$ cat src/rtl/upload_packer.sv
// ---------------------------------------------------------------------------
// upload_packer
//
// Buffers the payload bytes streamed by the upstream I2C read handler.
// When the stream ends, it emits them as one framed packet:
//   SYNC0, SYNC1, source, count[15:8], count[7:0], payload..., [checksum]
//
// Build option:
//   UPLOAD_PACKER_CHECKSUM_EN - when defined, a modulo-256 checksum byte is
//                               appended after the payload (CSUM state).
//
// Ports:
//   clk            in   system clock
//   rst            in   synchronous active-high reset
//   upload_active  in   high while the upstream handler is streaming
//   upload_req     in   upstream byte request (informational only)
//   upload_data    in   payload byte
//   upload_source  in   source ID of the payload byte
//   upload_valid   in   strobe qualifying upload_data/upload_source
//   upload_ready   out  high when a byte can be accepted
//   pack_data      out  framed output byte
//   pack_valid     out  qualifies pack_data
//   pack_ready     in   downstream accept
//   frame_done     out  one-cycle pulse after the last frame byte is accepted
//   overflow       out  sticky flag, set when a payload byte is dropped
// ---------------------------------------------------------------------------
module upload_packer #(
    parameter int unsigned FIFO_DEPTH = 64,
    parameter logic [7:0]  SYNC0      = 8'hAA,
    parameter logic [7:0]  SYNC1      = 8'h55
) (
    input  logic       clk,
    input  logic       rst,
    input  logic       upload_active,
    input  logic       upload_req,
    input  logic [7:0] upload_data,
    input  logic [7:0] upload_source,
    input  logic       upload_valid,
    output logic       upload_ready,
    output logic [7:0] pack_data,
    output logic       pack_valid,
    input  logic       pack_ready,
    output logic       frame_done,
    output logic       overflow
);

    localparam int unsigned AW      = $clog2(FIFO_DEPTH);
    localparam logic [15:0] DEPTH16 = 16'(FIFO_DEPTH);

    localparam logic [3:0] ST_IDLE    = 4'd0;
    localparam logic [3:0] ST_COLLECT = 4'd1;
    localparam logic [3:0] ST_SYNC0   = 4'd2;
    localparam logic [3:0] ST_SYNC1   = 4'd3;
    localparam logic [3:0] ST_SRC     = 4'd4;
    localparam logic [3:0] ST_LEN_H   = 4'd5;
    localparam logic [3:0] ST_LEN_L   = 4'd6;
    localparam logic [3:0] ST_DATA    = 4'd7;
`ifdef UPLOAD_PACKER_CHECKSUM_EN
    localparam logic [3:0] ST_CSUM    = 4'd8;
`endif

    logic [3:0]    state_q, state_d;
    logic [AW-1:0] wrPtr_q, rdPtr_q;
    logic [15:0]   count_q;
    logic [15:0]   sent_q;
    logic [7:0]    source_q;
    logic          overflow_q;
    logic          frameDone_q;
    logic [7:0]    fifoMem_q [FIFO_DEPTH];
`ifdef UPLOAD_PACKER_CHECKSUM_EN
    logic [7:0]    csum_q;
`endif

    logic collecting;
    logic full;
    logic accept;
    logic drop;
    logic handshake;
    logic lastPayload;
    logic frameEnd;

    // upload_req carries no control meaning here; it is only tied off.
    logic unusedReq;
    assign unusedReq = upload_req;

    // Input side is open only while gathering payload; reset holds it closed.
    assign collecting   = (state_q == ST_IDLE) || (state_q == ST_COLLECT);
    assign full         = (count_q == DEPTH16);
    assign upload_ready = !rst && collecting && !full;
    assign accept       = upload_valid && upload_ready;
    assign drop         = upload_valid && !upload_ready && collecting;

    // Every non-collecting state presents a frame byte.
    assign pack_valid  = !collecting;
    assign handshake   = pack_valid && pack_ready;
    assign lastPayload = (sent_q == count_q - 16'd1);
    assign frame_done  = frameDone_q;
    assign overflow    = overflow_q;

    // Next-state logic: collection ends on falling upload_active (only once at
    // least one byte exists), then each emit state advances on a handshake.
    always_comb begin
        state_d  = state_q;
        frameEnd = 1'b0;
        case (state_q)
            ST_IDLE:    if (accept)         state_d = ST_COLLECT;
            ST_COLLECT: if (!upload_active) state_d = ST_SYNC0;
            ST_SYNC0:   if (handshake)      state_d = ST_SYNC1;
            ST_SYNC1:   if (handshake)      state_d = ST_SRC;
            ST_SRC:     if (handshake)      state_d = ST_LEN_H;
            ST_LEN_H:   if (handshake)      state_d = ST_LEN_L;
            ST_LEN_L:   if (handshake)      state_d = ST_DATA;
            ST_DATA: begin
                if (handshake && lastPayload) begin
`ifdef UPLOAD_PACKER_CHECKSUM_EN
                    state_d = ST_CSUM;
`else
                    state_d  = ST_IDLE;
                    frameEnd = 1'b1;
`endif
                end
            end
`ifdef UPLOAD_PACKER_CHECKSUM_EN
            ST_CSUM: begin
                if (handshake) begin
                    state_d  = ST_IDLE;
                    frameEnd = 1'b1;
                end
            end
`endif
            default: state_d = ST_IDLE;
        endcase
    end

    // Output byte selection; idle/collect present zero.
    always_comb begin
        pack_data = 8'h00;
        case (state_q)
            ST_SYNC0: pack_data = SYNC0;
            ST_SYNC1: pack_data = SYNC1;
            ST_SRC:   pack_data = source_q;
            ST_LEN_H: pack_data = count_q[15:8];
            ST_LEN_L: pack_data = count_q[7:0];
            ST_DATA:  pack_data = fifoMem_q[rdPtr_q];
`ifdef UPLOAD_PACKER_CHECKSUM_EN
            ST_CSUM:  pack_data = csum_q + source_q + count_q[15:8] + count_q[7:0];
`endif
            default:  pack_data = 8'h00;
        endcase
    end

    // Payload storage has no reset; the pointers alone define its contents.
    always_ff @(posedge clk) begin
        if (accept) begin
            fifoMem_q[wrPtr_q] <= upload_data;
        end
    end

    // Control state, FIFO pointers, byte count and flags. The end of a frame
    // clears pointers and counters so the next frame starts from slot zero.
    always_ff @(posedge clk) begin
        if (rst) begin
            state_q     <= ST_IDLE;
            wrPtr_q     <= '0;
            rdPtr_q     <= '0;
            count_q     <= '0;
            sent_q      <= '0;
            source_q    <= '0;
            overflow_q  <= 1'b0;
            frameDone_q <= 1'b0;
        end else begin
            state_q     <= state_d;
            frameDone_q <= frameEnd;
            if (accept) begin
                wrPtr_q <= wrPtr_q + AW'(1);
                count_q <= count_q + 16'd1;
                if (state_q == ST_IDLE) begin
                    source_q <= upload_source;
                end
            end
            if (drop) begin
                overflow_q <= 1'b1;
            end else if (accept && (state_q == ST_IDLE)) begin
                overflow_q <= 1'b0;
            end
            if (handshake && (state_q == ST_DATA)) begin
                rdPtr_q <= rdPtr_q + AW'(1);
                sent_q  <= sent_q + 16'd1;
            end
            if (frameEnd) begin
                wrPtr_q <= '0;
                rdPtr_q <= '0;
                count_q <= '0;
                sent_q  <= '0;
            end
        end
    end

`ifdef UPLOAD_PACKER_CHECKSUM_EN
    // Running payload sum; header bytes are folded in when CSUM is presented.
    always_ff @(posedge clk) begin
        if (rst || frameEnd) begin
            csum_q <= 8'h00;
        end else if (accept) begin
            csum_q <= csum_q + upload_data;
        end
    end
`endif

endmodule

$ cat config.mk
export PLATFORM = sky130hd
export DESIGN_NAME = upload_packer
export DESIGN_NICKNAME = d
export VERILOG_FILES = /design/src/rtl/upload_packer.sv
export SDC_FILE = /design/constraint.sdc
export NUM_CORES = 1
export LEC_CHECK = 0
export BUFFER_PORTS_ARGS = -buffer_cell sky130_fd_sc_hd__buf_2
export CORE_MARGIN = 8
export CORE_UTILIZATION = 30
export CTS_BUF_LIST = sky130_fd_sc_hd__clkbuf_8
export DETAILED_ROUTE_END_ITERATION = 6
export SLEW_MARGIN = 20
export SYNTH_ARGS = -nofsm -noshare
export SYNTH_HDL_FRONTEND = slang
export SYNTH_SLANG_ARGS = --single-unit
$ cat constraint.sdc
create_clock -name clk -period 8.5 [get_ports clk]
set_input_delay 0 -clock clk [delete_from_list [all_inputs] [get_ports clk]]
set_output_delay 0 -clock clk [all_outputs]
set_load 0.02 [all_outputs]
==> qor.txt, run 1 <==
initial antenna violation count = 7
Post-Route Skew = 25.09 ps
Synth cell types = 53
Area growth, synth to finish = 13.74%
Clk pwr share = 0.381
Total Wirelength = 50860 um
WL met3 = 3903 um
Slowest cell on crit path = nor2_1
setup TNS = 0 ps
worst hold stages = 2
post-synth top area cell = edfxtp_1
Synth warnings = 0
relative slew slack = 0.2723
worst setup path category = flip-flop to flip-flop
post-synth top area share = 0.6640
Syn Area/Cell = 18.96 um2
total global-route track usage = 0.1174
switching part of the total = 0.2311
htree depth = 3
register bit total from synthesis = 575
routability congestion estimate = 0.7991
die area = 86320 um2
CTS sink count = 575
Starting Density = 0.3009
internal power = 4252 uW
status = complete, no violations
vias post-DR = 11621
fillers = 7189
WP buf/inv = 1
DRC = 0
most frequent CP cell = nor2_1
first-pass GRT wire length = 76950 um
switching power of the nets = 1278 uW
DR iter-0 viols = 1176
WL met2 = 23560 um
final instance area = 26330 um2
placed inst area = 24390 um2
dpl cells = 2228
CTS max path bufs = 3
I/O pin cnt = 34
worst-skew pair later-pin latency = 670 ps
Post-DRT Antenna Nets = 0
largest net degree at the start of global routing = 65
Layout Cells excl Fill = 2430
Post-CTS Setup Bufs = 0
Via density = 4.782
# rows = 102
core area = 76960 um2
Metal-1 WL = 22020 um
CTS tree = done
CP endpoint kind = flip-flop
number of max-cap violations = 0
Worst Setup Start Kind = flip-flop
root buffer cell = clkbuf_8
largest cells by area after synthesis = edfxtp_1 66%, mux4_2 16%, dfxtp_1 5.4%, nor2_1 2.1%, xor2_1 1.3%
post-layout power = 5529 uW
gr ovfl total = 0
vias in the first global route = 12102
max frequency = 0.2071 GHz
DR top layer = met5
final hold vios = 0
Hold Path Class = input pin to flip-flop
DP HPWL = 30240 um
Pleak = 0.008073 uW
cell family with most CP delay = simple AND/OR/NAND/NOR gates
Final min period = 4828 ps
Worst Path Max Fanout = 14
most frequent cell after synthesis = edfxtp_1
RSZ-0062 raised after global routing = no
area occupied by multi-input gates = 6167 um2
Post-synth ARST share = 0
EDFF count, synth = 512
Final period util = 0.5680
Final setup viols = 0
drt first pass iters = 5
crit path DAT = 5100 ps
top_reg_cell synth = edfxtp_1
Seq/Total Area, Yosys = 0.7185
Syn Inst Count = 1221
Slowest Stage Delay on Critical Path = 1090 ps
Peak VDD IR = 98.90 uV
Worst EP required = 8770 ps
FF-to-FF path depth = 7
share of layout cells above drive strength 1 = 0.2419
number of buffers created by CTS = 93
Clock transition at path regs = 60 ps
Commonest cells post-synth = 512 x edfxtp_1, 160 x mux4_2, 131 x nor2_1, 63 x dfxtp_1, 48 x clkbuf_1
Port Buffers = 32
Seq. cell area = 16650 um2
Slew Viols, Final = 0
Post-Syn Area = 23150 um2
Reg power frac = 0.563
die height = 293.8 um
critical-path cell list = inv_1, ha_1, nor2_1, or3b_2, a311oi_2, nand4_1, nor2_1
Power Dens Cells = 210.0 nW/um2
WL/cell = 20.93 um
CP Depth = 7
Least-Margin Pin Slew = 1088 ps
Final Net Count = 1342
Die X = 293.8 um
Synthesized Nets = 1252
Comb pwr share = 0.056
==> power groups by stage <==
stage / logic (uW) / clock network, uW / registers, uW
floorplan: 184 / 0 / 3160
global placement: 281 / 0 / 3170
detailed placement: 291 / 0 / 3170
CTS: 306 / 2160 / 3110
global route: 337 / 2280 / 3120
finish: 309 / 2110 / 3110
==> per-stage QoR <==
stage | hold slack (ps) | util | setup slack [ps]
3_5_place_dp | 242.5 | 0.3169 | 3707
4_1_cts | 15.64 | 0.3412 | 3509
3_3_place_gp | 241.0 | 0.3169 | 3839
5_1_grt | 41.75 | 0.3421 | 3424
6_report | 64.53 | 0.3422 | 3672
2_1_floorplan | 98.87 | - | 5409
==> per-layer routing <==
metal | vias up | track usage
met5 | - | 0
met4 | 4 | 0.03921
met3 | 109 | 0.03462
met2 | 390 | 0.1825
met1 | 6007 | 0.1567
li1 | 5111 | -
==> cells by family after synthesis <==
family,count (synthesis),synth area share
AOI/OAI and AO/OA,48,0.01621
xor gates and xnor gates,65,0.02459
adders and majority gates,9,0.004864
buffers and inverters,83,0.01540
DFF,575,0.7185
muxes,188,0.1677
and+or+nand+nor,253,0.05269
==> layout make-up <==
cell class	count	area share
clock inverter	73	0.01159
multi-input combinational	563	0.2342
sequential	575	0.6321
antenna	5	0.0004751
timing repair buffer	72	0.02119
tap	1040	0.04941
inverter	6	0.0008552
clock buffer	96	0.05017
==> what timing repair did <==
| action | 4_1_cts | 5_1_grt |
|---|---|---|
| hold buffers | 24 | 3 |
| gates resized for setup | 0 | 0 |
| endpoints found under the hold margin | 165 | 192 |
==> sequential cells by signal (all words and copies together) (netlist names), named ones only <==
register / flops
fifoMem_q: 512
count_q: 16
sent_q: 16
source_q: 8
rdPtr_q: 6
wrPtr_q: 6
state_q: 3
frame_done: 1
overflow: 1
==> worst reg2reg max path, stage by stage, from the launching register on <==
cell and delay, ps:
dfxtp_1 340, inv_1 90, ha_1 450, nor2_1 170
or3b_2 540, a311oi_2 840, nand4_1 920, nor2_1 1100
==> placed cells by master, fill, tap and decap left out, drive strengths merged, types with 6 or more instances in the layout <==
cell type and n:
nand2b 7, a21oi 7, and3 11, a22oi 7
o221ai 7, clkbuf 96, ha 9, buf 45
nor3 8, nand2 27, mux4 160, dlygate4sd3 27
nand4 18, edfxtp 512, nand3 19, nor2 131
xor2 35, dfxtp 63, clkinv 33, nor4 6
inv 43, xnor2 30, mux2i 28
==> worst paths after layout <==
check | start | slack [ps] | endpoint
setup / recovery | state_q[0] | 3670 | fifoMem_q[47][7]
hold / removal | upload_data[6] | 60 | fifoMem_q[35][6]
setup reg to reg | state_q[0] | 3670 | fifoMem_q[47][7]
hold reg to reg | rdPtr_q[1] | 490 | flip-flop
Note: power is estimated with default switching activity, not from simulation.
==> run 2, diff against run 1 <==
Clock period 8.5 ns to 4.6 ns, I/O delays scaled along.
==> run 2 against run 1 <==
Net effect:
- non-clock buffer count up 80
- clock skew is 6.2 ps lower
- worst hold slack worse by 28 ps
==> qor.txt, run 2 (same netlist as run 1, synthesis figures left out) <==
status = complete, no violations
switching power of the nets = 2388 uW (+87%)
setup TNS = 0 ps (unchanged)
initial antenna violation count = 4 (-3)
Final period util = 0.9228 (+0.3548)
PnR worst setup slack = 355.0 ps (-3317 ps)
Hold WS = 36.13 ps (-28.40 ps)
most frequent cells in the layout = 512 x edfxtp_1, 160 x mux4_2, 131 x nor2_1
Final Net Count = 1423 (+6.0%)
Post-CTS Setup Bufs = 0 (unchanged)
# resized after CTS = 0 (unchanged)
CP endpoint kind = flip-flop
Post-Route Skew = 18.89 ps (-6.194 ps)
Least-Margin Pin Slew = 842.3 ps (-245.2 ps)
Area growth, synth to finish = 16.95%
Die X = 293.8 um (unchanged)
I/O pin cnt = 34 (unchanged)
Clk pwr share = 0.397 (+0.016)
critical-path cell list = inv_1, ha_1, nor2_1, or3b_2, a311oi_2, buf_4, and3b_1, mux2i_1, nor2_1, dlygate4sd3_1
Worst Setup Start Kind = flip-flop
Comb pwr share = 0.056 (about the same)
cell family with most CP delay = simple AND/OR/NAND/NOR gates
die area = 86320 um2 (unchanged)
crit path DAT = 4790 ps (-310 ps)
drt first pass iters = 5 (unchanged)
DRC = 0 (unchanged)
max frequency = 0.2356 GHz (+14%)
CTS max path bufs = 3 (unchanged)
relative slew slack = 0.4364 (+0.1640)
htree depth = 3 (unchanged)
Clock transition at path regs = 60 ps (about the same)
routability congestion estimate = 0.8043 (+0.65%)
CTS sink count = 575 (unchanged)
largest net degree at the start of global routing = 65 (unchanged)
# rows = 102 (unchanged)
core area = 76960 um2 (unchanged)
Starting Density = 0.3009 (unchanged)
leading cell type in the layout, fill and taps excluded = edfxtp_1
switching part of the total = 0.2273 (-0.003737)
most frequent CP cell = nor2_1
Worst EP required = 5150 ps (-3620 ps)
Peak VDD IR = 183.3 uV (+85%)
number of max-cap violations = 0 (unchanged)
Port Buffers = 32 (unchanged)
Setup WS pre-CTS = 881.1 ps (-2826 ps)
Final setup viols = 0 (unchanged)
Pleak = 0.008555 uW (+6.0%)
worst-skew pair later-pin latency = 670 ps (about the same)
internal power = 8116 uW (+91%)
Power Dens Cells = 387.9 nW/um2 (+85%)
number of buffers created by CTS = 94 (+1.1%)
worst setup path category = flip-flop to flip-flop
Worst Path Max Fanout = 14 (unchanged)
Via density = 4.746 (-0.75%)
Slowest cell on crit path = a311oi_2
Slew Viols, Final = 0 (unchanged)
DP HPWL = 31470 um (+4.1%)
share of layout cells above drive strength 1 = 0.2847 (+0.04286)
CTS tree = done
top flop regs = fifoMem_q (512), count_q (16), sent_q (16)
die height = 293.8 um (unchanged)
vias post-DR = 11913 (+2.5%)
WP buf/inv = 3 (+2)
root buffer cell = clkbuf_8
Final min period = 4245 ps (-582.8 ps)
Total Wirelength = 52150 um (+2.5%)
RSZ-0062 raised after global routing = no
DR iter-0 viols = 1031 (-12%)
post-layout power = 10500 uW (+90%)
vias in the first global route = 12351 (+2.1%)
first-pass GRT wire length = 79450 um (+3.2%)
Reg power frac = 0.548 (-0.015)
final hold vios = 0 (unchanged)
WL/cell = 20.78 um (-0.74%)
largest register by flop count = fifoMem_q
Hold Path Class = input pin to flip-flop
gr ovfl total = 0 (unchanged)
max FFs per register = 512 (unchanged)
Slowest Stage Delay on Critical Path = 760 ps (-330 ps)
Post-DRT Antenna Nets = 0 (unchanged)
total global-route track usage = 0.1206 (+0.003233)
==> run 2: changes by cell type in the layout (fill, tap and decap cells not counted), sizes merged <==
cell,change
clkbuf,+1
bufinv,+4
buf,+80
clkinv,-3
inv,+1
diode,-3
==> run 2: worst paths after layout <==
check,startpoint,endpoint,slack (ps),cells past startpoint
hold / removal,upload_data[2],fifoMem_q[59][2],40,2
hold reg to reg,rdPtr_q[1],flip-flop,490,2
setup / recovery,state_q[0],source_q[4],350,10
setup reg to reg,state_q[0],source_q[4],350,10
==> run 2: repair_timing <==
action,CTS,global route
setup endpoints to repair,0,0
hold endpoints to repair,113,128
hold buffers,25,2
==> run 2: metrics by stage <==
stage / area, um2 / instances / utilization
floorplan: 23150 / 1221 / -
CTS: 27050 / 2506 / 0.3515
detailed placement: 25030 / 2309 / 0.3253
global placement: 25030 / 2309 / 0.3253
finish: 27080 / 2510 / 0.3519
global route: 27080 / 2510 / 0.3519
==> run 2: area by class of cell <==
| type | instances | area [um2] |
|---|---|---|
| antenna | 2 | 5.005 |
| clock buffer | 97 | 1335 |
| clock inverter | 75 | 430.4 |
| fill | 7148 | 49880 |
| inverter | 6 | 22.52 |
| multi-input combinational | 563 | 6167 |
| sequential | 575 | 16650 |
| tap | 1040 | 1301 |
| timing repair buffer | 152 | 1171 |
==> run 2: power groups by stage <==
stage / Combinational (uW) / Clock, uW / Sequential, uW
after CTS: 582 / 4290 / 5750
after detailed placement: 551 / 0 / 5860
final: 584 / 4170 / 5750
after global routing: 631 / 4520 / 5750
after floorplan: 340 / 0 / 5850
after global placement: 536 / 0 / 5860
==> run 2: worst reg2reg max path: cells and delay by family (launching register included) <==
kind                     cells  cell delay [ps]
AND/OR/NAND/NOR              4             1290
buffers and inverters        3             1000
AO/OA/AOI/OAI                1              760
adder cells (fa/ha/maj)      1              460
flip-flops                   1              340
multiplexers                 1              290
==> run 2: metal layers <==
metal / GRT usage / part of all wire / routed length (um) / vias to the layer above
met3: 0.02700 / 0.061 / 3186 / 86
met2: 0.1885 / 0.47 / 24330 / 336
met4: 0.03596 / 0.021 / 1109 / 2
met1: 0.1676 / 0.45 / 23520 / 6225
li1: - / - / - / 5264
met5: 0 / 0.00019 / 10 / -
